$ cat src/rtl/redun_to_canonical_pkg.sv
// redun_pkg: shared FSM state type and width helper for the redundant-to-canonical converter
package redun_pkg;
  typedef enum logic [1:0] {IDLE, LOAD, RUN, DRAIN} redun_state_t;
  function automatic int carry_len(input int dsp_bit_len, input int word_len);
    return dsp_bit_len - word_len + 1;
  endfunction
endpackage

$ cat src/rtl/redun_to_canonical_if.sv
// redun_to_canonical_if: redundant vector in, canonical chunk stream out
interface redun_to_canonical_if
  import redun_pkg::*;
#(
  parameter int NUM_ELEMENTS    = 66,
  parameter int DSP_BIT_LEN     = 17,
  parameter int WORD_LEN        = 16,
  parameter int LIMBS_PER_CYCLE = 6,
  parameter int CARRY_LEN       = carry_len(DSP_BIT_LEN, WORD_LEN)
) ();
  logic                                          i_val;
  logic [NUM_ELEMENTS-1:0][DSP_BIT_LEN-1:0]      i_dat;
  logic                                          o_rdy;
  logic                                          o_val;
  logic [LIMBS_PER_CYCLE-1:0][WORD_LEN-1:0]      o_dat;
  logic                                          o_last;
  logic [CARRY_LEN-1:0]                          o_carry;
  logic                                          i_rdy;
  modport master (output i_val, i_dat, i_rdy, input o_rdy, o_val, o_dat, o_last, o_carry);
  modport slave  (input i_val, i_dat, i_rdy, output o_rdy, o_val, o_dat, o_last, o_carry);
endinterface

$ cat src/rtl/redun_to_canonical_carry_chunk.sv
// redun_carry_chunk: ripples a carry through one chunk of redundant limbs
module redun_carry_chunk
  import redun_pkg::*;
#(
  parameter int LIMBS       = 6,
  parameter int DSP_BIT_LEN = 17,
  parameter int WORD_LEN    = 16,
  parameter int CARRY_LEN   = carry_len(DSP_BIT_LEN, WORD_LEN)
) (
  input  logic [LIMBS-1:0][DSP_BIT_LEN-1:0] limbs,
  input  logic [CARRY_LEN-1:0]              carry_in,
  output logic [LIMBS-1:0][WORD_LEN-1:0]    words,
  output logic [CARRY_LEN-1:0]              carry_out
);
  logic [LIMBS:0][CARRY_LEN-1:0] c;
  assign c[0] = carry_in;
  for (genvar i = 0; i < LIMBS; i++) begin : g_limb
    logic [DSP_BIT_LEN:0] s;
    assign s = {1'b0, limbs[i]} + (DSP_BIT_LEN+1)'(c[i]);
    assign words[i] = s[WORD_LEN-1:0];
    assign c[i+1] = s[DSP_BIT_LEN:WORD_LEN];
  end
  assign carry_out = c[LIMBS];
endmodule

$ cat src/rtl/redun_to_canonical.sv
// redun_to_canonical: resolves a redundant vector into canonical words, one chunk per beat
module redun_to_canonical
  import redun_pkg::*;
#(
  parameter int NUM_ELEMENTS    = 66,
  parameter int DSP_BIT_LEN     = 17,
  parameter int WORD_LEN        = 16,
  parameter int LIMBS_PER_CYCLE = 6
) (
  input logic                i_clk,
  input logic                i_rst,
  redun_to_canonical_if.slave bus
);
  localparam int NUM_CHUNKS = NUM_ELEMENTS / LIMBS_PER_CYCLE;
  localparam int CARRY_LEN  = carry_len(DSP_BIT_LEN, WORD_LEN);
  localparam int IDX_W      = $clog2(NUM_CHUNKS + 1);
  if (NUM_ELEMENTS % LIMBS_PER_CYCLE != 0) begin : g_bad_cfg
    $fatal(1, "NUM_ELEMENTS must be a multiple of LIMBS_PER_CYCLE");
  end
  redun_state_t                                   state, nxt;
  logic [NUM_ELEMENTS-1:0][DSP_BIT_LEN-1:0]       vec_q;
  logic [IDX_W-1:0]                               idx_q;
  logic [CARRY_LEN-1:0]                           carry_q, cout;
  logic [LIMBS_PER_CYCLE-1:0][WORD_LEN-1:0]       words;
  logic                                           accept, load, last;
  redun_carry_chunk #(
    .LIMBS(LIMBS_PER_CYCLE), .DSP_BIT_LEN(DSP_BIT_LEN), .WORD_LEN(WORD_LEN)
  ) u_chunk (
    .limbs(vec_q[idx_q*LIMBS_PER_CYCLE +: LIMBS_PER_CYCLE]),
    .carry_in(carry_q),
    .words(words),
    .carry_out(cout)
  );
  // state register
  always_ff @(posedge i_clk or posedge i_rst)
    if (i_rst) state <= IDLE;
    else state <= nxt;
  // next state: a chunk load advances LOAD/RUN, the final handshake returns to IDLE
  always_comb
    nxt = state == IDLE  ? (bus.i_val ? LOAD : IDLE) :
          state == DRAIN ? (bus.o_val && bus.i_rdy ? IDLE : DRAIN) :
          load           ? (last ? DRAIN : RUN) : state;
  // FSM decode: ready only when idle, output register loads when empty or being drained
  always_comb begin
    bus.o_rdy = state == IDLE;
    accept    = bus.o_rdy && bus.i_val;
    load      = (state == LOAD || state == RUN) && (!bus.o_val || bus.i_rdy);
    last      = idx_q == IDX_W'(NUM_CHUNKS - 1);
  end
  // vector buffer needs no reset; it is always written before use
  always_ff @(posedge i_clk)
    if (accept) vec_q <= bus.i_dat;
  // carry, chunk index and output registers; nothing moves while stalled
  always_ff @(posedge i_clk or posedge i_rst)
    if (i_rst) begin
      carry_q     <= '0;
      idx_q       <= '0;
      bus.o_val   <= 1'b0;
      bus.o_last  <= 1'b0;
      bus.o_carry <= '0;
      bus.o_dat   <= '0;
    end else if (accept) begin
      carry_q <= '0;
      idx_q   <= '0;
    end else if (load) begin
      carry_q     <= cout;
      idx_q       <= idx_q + 1'b1;
      bus.o_val   <= 1'b1;
      bus.o_last  <= last;
      bus.o_carry <= last ? cout : '0;
      bus.o_dat   <= words;
    end else if (state == DRAIN && bus.o_val && bus.i_rdy) begin
      bus.o_val  <= 1'b0;
      bus.o_last <= 1'b0;
    end
endmodule

$ cat src/flat_wrapper.sv
// flat-port wrapper written by rule: the top's interface ports become plain ports
module redun_to_canonical_flat import redun_pkg::*;
#(
  parameter int NUM_ELEMENTS    = 66,
  parameter int DSP_BIT_LEN     = 17,
  parameter int WORD_LEN        = 16,
  parameter int LIMBS_PER_CYCLE = 6
)
  (i_clk, i_rst, bus_i_val, bus_i_dat, bus_i_rdy, bus_o_rdy, bus_o_val, bus_o_dat, bus_o_last, bus_o_carry);
  redun_to_canonical_if #(.NUM_ELEMENTS(NUM_ELEMENTS), .DSP_BIT_LEN(DSP_BIT_LEN), .WORD_LEN(WORD_LEN), .LIMBS_PER_CYCLE(LIMBS_PER_CYCLE)) bus_i ();
  input logic i_clk;
  input logic i_rst;
  input wire logic [$bits(bus_i.i_val)-1:0] bus_i_val;
  input wire logic [$bits(bus_i.i_dat)-1:0] bus_i_dat;
  input wire logic [$bits(bus_i.i_rdy)-1:0] bus_i_rdy;
  output wire logic [$bits(bus_i.o_rdy)-1:0] bus_o_rdy;
  output wire logic [$bits(bus_i.o_val)-1:0] bus_o_val;
  output wire logic [$bits(bus_i.o_dat)-1:0] bus_o_dat;
  output wire logic [$bits(bus_i.o_last)-1:0] bus_o_last;
  output wire logic [$bits(bus_i.o_carry)-1:0] bus_o_carry;
  assign bus_i.i_val = bus_i_val;
  assign bus_i.i_dat = bus_i_dat;
  assign bus_i.i_rdy = bus_i_rdy;
  assign bus_o_rdy = bus_i.o_rdy;
  assign bus_o_val = bus_i.o_val;
  assign bus_o_dat = bus_i.o_dat;
  assign bus_o_last = bus_i.o_last;
  assign bus_o_carry = bus_i.o_carry;
  redun_to_canonical #(.NUM_ELEMENTS(NUM_ELEMENTS), .DSP_BIT_LEN(DSP_BIT_LEN), .WORD_LEN(WORD_LEN), .LIMBS_PER_CYCLE(LIMBS_PER_CYCLE)) u_core (.i_clk(i_clk), .i_rst(i_rst), .bus(bus_i));
endmodule
$ cat config.mk
export PLATFORM = sky130hd
export DESIGN_NAME = redun_to_canonical_flat
export DESIGN_NICKNAME = d
export VERILOG_FILES = /design/src/rtl/redun_to_canonical_pkg.sv /design/src/rtl/redun_to_canonical_if.sv /design/src/rtl/redun_to_canonical_carry_chunk.sv /design/src/rtl/redun_to_canonical.sv /design/src/flat_wrapper.sv
export SDC_FILE = /design/constraint.sdc
export NUM_CORES = 1
export LEC_CHECK = 0
export CAP_MARGIN = 20
export CORE_AREA = 2 2 483 485
export CTS_BUF_LIST = sky130_fd_sc_hd__clkbuf_2
export DETAILED_ROUTE_END_ITERATION = 10
export DIE_AREA = 0 0 485 487
export HOLD_SLACK_MARGIN = 0.08
export REMOVE_ABC_BUFFERS = 1
export SYNTH_ARGS = -nofsm -noshare
export SYNTH_HDL_FRONTEND = slang
export SYNTH_HIERARCHICAL = 1
export SYNTH_SLANG_ARGS = --single-unit
$ cat constraint.sdc
create_clock -name i_clk -period 45.6 [get_ports i_clk]
set_clock_uncertainty 0.15 [all_clocks]
set_input_delay 9.12 -clock i_clk [delete_from_list [all_inputs] [get_ports i_clk]]
set_output_delay 9.12 -clock i_clk [all_outputs]
set_load 0.02 [all_outputs]
==> results.json, run 1 <==
{
  "async_sr_flop_fraction_pct": 8.78,
  "cts-root-to-sink-buffers": 4,
  "critical_path.top_delay_family": "simple AND/OR/NAND/NOR gates",
  "holdWs_ns": 0.357,
  "worstPathMaxFanout": 27,
  "layout_min_cycle_time_ns": 13.65,
  "run_status": "finished clean",
  "reg2reg_from": "u_core/idx_q[0]",
  "wl_microns": 211000,
  "fin_setup_tns_ns": 0,
  "rel_slew_slack_pct": 24.6,
  "post-synth-top-area-cell": "edfxtp_1",
  "leak_nw": 23.2,
  "portBuffers": 1226,
  "fmax_mhz": 73.2,
  "area_delta_synth_final_pct": 39.9,
  "clk_root_buffer_cell": "clkbuf_2",
  "post_route_cells_drive_above_1_share_pct": 19.1,
  "core-area_sq_um": 231000,
  "drv_slew": 0,
  "average_routed_wire_per_standard_cell_microns": 28.7,
  "timing.critical_path.required_ns": 47.04,
  "fin_util_pct": 29.2,
  "grt.overflow.total": 0,
  "initial_utilization_pct": 20.9,
  "critPathLaunchType": "flip-flop",
  "worstSetupPathType": "reg2reg",
  "maxCapViolCount": 0,
  "place_hpwl_microns": 164000,
  "synth_top_flop_cell": "edfxtp_1",
  "worst-path-buf-inv": 5,
  "clkSinkCount": 1230,
  "cts_repair_resize_count": 0,
  "startpoint": "u_core/idx_q[0]",
  "grt_use_total_pct": 17.3,
  "syn_area_sq_um": 48400,
  "die_height_microns": 487,
  "place_ws_ns": 30.61,
  "clk_pin_slew_worst_paths_ns": 0.10,
  "h-tree-depth": 5,
  "clock_insertion_delay_worst_skew_ns": 1.76,
  "placementRows": 177,
  "yosysUniqueCellTypes": 58,
  "yosys_warnings": 6,
  "postSynthRegisterBits": 1230,
  "vdd.ir_drop.worst_mv": 0.0181,
  "path_type_of_the_worst_min_delay_path": "reg2reg",
  "die_x_microns": 485,
  "timing.hold.worst.start": "u_core/bus.o_dat[26]",
  "max_stage_delay_ns": 0.93,
  "cts_tree": "done",
  "netlist_instances": 2508,
  "worst_pin_slew_ns": 1.12,
  "power.density_nw_per_um2": 32.2,
  "critical_path.slowest_cell": "dfrtp_4",
  "report.final.setup_viol": 0,
  "post_drt_via_cell_ratio": 4.26,
  "drt_iter0_drc": 2291,
  "yosysSeqAreaShare_pct": 75.3,
  "count_of_flip_flops_with_a_built_in_enable_after_synthesis": 1122,
  "finalHoldViolCount": 0,
  "stdcell_area_sq_um": 67600,
  "fin_nets": 5159,
  "cts_hold_bufs": 0,
  "place_congestion": 0.857,
  "number_of_global_route_vias_before_repair": 32435,
  "final_critical_path_setup_slack_ns": 31.95,
  "post-route-period-util_pct": 29.9,
  "grt_first_pass_wirelength_microns": 275000,
  "drt_drc_violations_left": 0,
  "initial_drt_pass_iterations": 7,
  "dr_total_vias": 31369,
  "tritoncts.num_buffers": 351,
  "netlist_top_cells_area": "edfxtp_1 (70%), mux2i_1 (6.4%), dfrtp_1 (5.6%), mux4_2 (4.7%), mux2_2 (2.2%)",
  "setup.worst_path.end_class": "flip-flop",
  "grt_antenna_before_repair": 154,
  "grt_setup_unrepaired": "false",
  "antenna_left": 0,
  "synth_largest_type_area_fraction_pct": 69.7,
  "placed_cell_area_sq_um": 64300,
  "post_synth.cell_area_avg_sq_um": 19.3,
  "cts_setup_buffers": 0,
  "i_o_pin_count": 1227,
  "design.die.area_sq_um": 236000,
  "critical_path_arrival_ns": 15.09,
  "largest_net_degree_at_the_start_of_global_routing": 150
}
## synthesized netlist by cell type (3+ instances only)
master,number
buf_1,5
o21ai_0,7
nor3_1,6
mux4_2,102
a211o_1,102
and3_1,18
o22ai_1,102
mux2_2,96
edfxtp_1,1122
xnor2_1,64
a21o_1,5
fa_1,6
o31ai_1,3
dfrtp_1,108
inv_1,26
clkbuf_1,47
buf_6,6
mux2i_1,307
and4_1,7
buf_2,68
nor2_1,16
nand4_1,9
o2bb2ai_1,102
xor2_1,27
nand3_1,31
a21oi_1,9
ha_1,16
nand2b_1,5
nand2_1,47
## power by group
group,switching [W],total (W),internal [W]
Clock,0.000499,0.000845,0.000346
Sequential,0,0.00123,0.00123
Combinational,0.0000229,0.000107,0.0000838
## placed cells by master (no fill, tap or decap), types with 76 or more instances in the layout
cell / synthesis / routed
edfxtp_1: 1122 / 1122
o2bb2ai_1: 102 / 102
clkdlybuf4s50_1: 0 / 1226
clkbuf_2: 2 / 500
dfrtp_1: 108 / 106
a211o_1: 102 / 102
mux2i_1: 307 / 307
mux4_2: 102 / 102
mux2_2: 96 / 96
o22ai_1: 102 / 102
clkinv_1: 0 / 76
## cells by family after synthesis
logic type	share of synthesized area [%]
buffers and inverters	1.48
muxes	13.3
adders and majority gates	0.662
DFF	75.3
AOI/OAI and AO/OA	5.37
xor gates and xnor gates	1.65
and+or+nand+nor	2.25
## worst paths after layout
| kind | to | slack (ns) | cells after the start |
|---|---|---|---|
| worst max-delay path | u_core/carry_q[0] | 31.95 | 43 |
| worst min-delay path | u_core/bus.o_dat[26] | 0.36 | 1 |
| worst max register to register | u_core/carry_q[0] | 31.95 | 43 |
| worst min register to register | u_core/bus.o_dat[26] | 0.36 | 1 |
| max in group asynchronous | u_core/bus.o_dat[52] | 35.88 | 3 |
| min in group asynchronous | u_core/bus.o_dat[39] | 7.79 | 2 |
## stage by stage
step / total power, W / instances
3_5_place_dp: 0.00136 / 6699
6_report: 0.00218 / 7357
5_1_grt: 0.00228 / 7326
4_1_cts: 0.00222 / 7310
3_3_place_gp: 0.00136 / 6699
2_1_floorplan: 0.00126 / 2379
## area by class of cell
cell class / instances / area, sq um
inverter: 26 / 110
tap: 3043 / 3810
antenna: 45 / 113
timing repair buffer: 1279 / 12700
multi-input combinational: 1123 / 11300
clock buffer: 500 / 2500
sequential: 1230 / 36400
clock inverter: 111 / 691
fill: 23158 / 164000
## state kept, by name, summed over array words and instances, names as in the netlist
signal              flops
u_core/vec_q         1122
u_core/bus.o_dat       96
u_core/idx_q            4
u_core/bus.o_carry      2
u_core/carry_q          2
u_core/state            2
u_core/bus.o_last       1
u_core/bus.o_val        1
## metal layers
layer / track usage [%] / up-vias / routed length, microns
met2: 28.2 / 1894 / 99700
met5: 0 / - / 561
met1: 20.3 / 15424 / 81200
met4: 5.47 / 84 / 6050
met3: 7.44 / 482 / 23700
li1: - / 13485 / -
## worst register-to-register path: cells and delay by family, from the launching register on
family / cells / cell delay [ns]
and+or+nand+nor: 17 / 4.85
xor gates and xnor gates: 6 / 1.51
adders and majority gates: 12 / 4.74
AOI/OAI and AO/OA: 3 / 0.57
buffers and inverters: 5 / 0.92
DFF: 1 / 0.93
No activity file was read; power rests on OpenSTA's default activity.
==> inputs of run 2 (changes only) <==
- clock period: 45.6 -> 13.8 ns (I/O delays scaled with it)
==> run 2 against run 1 <==
Compared with the run above: maximum frequency is 7.6% higher; hold slack worse by 0.00070 ns; critical endpoint unchanged; worst setup slack got worse by 31 ns; wire length up 1.0%; final cell count down 0.14%; combinational power rose to 3.3 times the previous value; via count decreased by 1.1%; core utilization down 0.052 points; non-clock buffer count down 3; sequential power rose to 3.3 times the previous value; register-to-register slack got worse by 31 ns; highest routed layer unchanged.
==> results.json, run 2 (same netlist as run 1, synthesis figures left out) <==
{
  "report.final.setup_viol": 0,
  "top_register": "u_core/vec_q",
  "clk_root_buffer_cell": "clkbuf_2",
  "worstPathMaxFanout": 29,
  "tritoncts.num_buffers": 355,
  "average_routed_wire_per_standard_cell_microns": 29.0,
  "timing.critical_path.required_ns": 15.29,
  "leak_nw": 23.2,
  "cts-root-to-sink-buffers": 4,
  "fin_nets": 5160,
  "post_drt_via_cell_ratio": 4.22,
  "portBuffers": 1226,
  "i_o_pin_count": 1227,
  "stdcell_area_sq_um": 67500,
  "core-area_sq_um": 231000,
  "antenna_left": 0,
  "filler_cell_count": 23219,
  "worst_pin_slew_ns": 1.48,
  "power.density_nw_per_um2": 106,
  "post_route_cells_drive_above_1_share_pct": 19.2,
  "grt_setup_unrepaired": "false",
  "dr_total_vias": 31023,
  "clkSinkCount": 1230,
  "drv_slew": 0,
  "largest_net_degree_at_the_start_of_global_routing": 201,
  "fmax_mhz": 78.8,
  "area_delta_synth_final_pct": 39.6,
  "vdd.ir_drop.worst_mv": 0.0606,
  "largest_registers_in_the_final_layout": "u_core/vec_q: 1122 flops, u_core/bus.o_dat: 96 flops, u_core/idx_q: 4 flops",
  "post-route-period-util_pct": 91.9,
  "initial_utilization_pct": 20.9,
  "critPathLaunchType": "flip-flop",
  "cts_repair_resize_count": 0,
  "grt.overflow.total": 0,
  "die_height_microns": 487,
  "worstSetupPathType": "reg2reg",
  "fin_setup_tns_ns": 0,
  "drt_iter0_drc": 2167,
  "number_of_global_route_vias_before_repair": 32615,
  "cts_hold_bufs": 0,
  "grt_antenna_before_repair": 142,
  "cts_setup_buffers": 0,
  "setup.worst_path.end_class": "flip-flop",
  "place_congestion": 0.872,
  "place_hpwl_microns": 165000,
  "critical_path_arrival_ns": 14.18,
  "placementRows": 177,
  "die_x_microns": 485,
  "initial_drt_pass_iterations": 5,
  "clk_pin_slew_worst_paths_ns": 0.11,
  "layout_min_cycle_time_ns": 12.69,
  "design.die.area_sq_um": 236000,
  "run_status": "finished clean",
  "cts_tree": "done",
  "maxCapViolCount": 0,
  "wl_microns": 213000,
  "critical_path.slowest_cell": "dfrtp_4",
  "number_of_flip_flops_in_the_largest_register": 1122,
  "max_stage_delay_ns": 0.73,
  "clock_insertion_delay_worst_skew_ns": 1.80,
  "commonest_cells_after_routing_fill_and_taps_aside": "clkdlybuf4s50_1 (1226), edfxtp_1 (1122), clkbuf_2 (513)",
  "rel_slew_slack_pct": 1.26,
  "grt_use_total_pct": 17.4,
  "final_common_cell": "clkdlybuf4s50_1",
  "h-tree-depth": 5,
  "path_type_of_the_worst_min_delay_path": "reg2reg",
  "grt_first_pass_wirelength_microns": 278000,
  "drt_drc_violations_left": 0,
  "placed_cell_area_sq_um": 64300,
  "finalHoldViolCount": 0
}
-- run 2: cell types whose count changed in the layout (fill, tap and decap cells not counted), moves of 2 or more --
cell	before	now
clkinv_1	76	65
clkinv_2	17	13
inv_2	5	7
clkbuf_2	500	513
buf_4	49	43
buf_12	2	6
bufinv_16	9	5
-- run 2: layout make-up --
type	instances	area [sq um]	area share, %
sequential	1230	36400	53.9
tap	3043	3810	5.64
timing repair buffer	1276	12700	18.9
antenna	44	110	0.163
multi-input combinational	1123	11300	16.7
inverter	26	110	0.163
clock buffer	513	2570	3.80
clock inverter	92	500	0.741
-- run 2: worst paths after layout --
path,start,to,slack (ns),cells after the start
worst min register to register,u_core/bus.o_dat[49],u_core/bus.o_dat[49],0.36,1
max in group asynchronous,i_rst,u_core/bus.o_dat[57],10.52,3
worst max-delay path,u_core/idx_q[0],u_core/carry_q[0],1.11,43
min in group asynchronous,i_rst,u_core/bus.o_dat[4],1.38,2
worst max register to register,u_core/idx_q[0],u_core/carry_q[0],1.11,43
worst min-delay path,u_core/bus.o_dat[49],u_core/bus.o_dat[49],0.36,1
-- run 2: per-layer routing --
layer / GRT usage, % / share of wire, % / wire length (microns) / vias to the layer above
met5: 0 / 0.28 / 598 / -
met4: 6.27 / 3.2 / 6750 / 92
met3: 7.98 / 11 / 22900 / 495
met2: 28.3 / 47 / 101000 / 1659
met1: 20.1 / 39 / 82200 / 15319
li1: - / - / - / 13458
-- run 2: metrics by stage --
step	util, %	std cells	hold WS [ns]	setup WS, ns	total power (W)
after floorplan	-	2379	0.372	-13.61	0.00415
after global placement	27.8	6697	0.337	0.714	0.00449
after detailed placement	27.8	6697	0.343	0.715	0.00449
after CTS	29.1	7302	0.362	0.684	0.00729
after global routing	29.2	7326	0.368	0.106	0.00745
final	29.2	7347	0.356	1.11	0.00714
-- run 2: report_power, final --
group / leakage (nW) / internal [W] / switching, W
sequential: 11.6 / 0.00406 / 0
clock: 2.38 / 0.00108 / 0.00165
combinational: 9.23 / 0.000276 / 0.0000738
total: 23.2 / 0.00541 / 0.00172
-- run 2: worst max-delay path, delay by kind of cell (launching register included) --
family                   cells  cell delay, ns
buffers and inverters        5            0.71
adder cells (fa/ha/maj)     12            4.64
XOR/XNOR                     6            1.49
flip-flops                   1            0.73
AO/OA/AOI/OAI                3            0.54
AND/OR/NAND/NOR             17            4.38
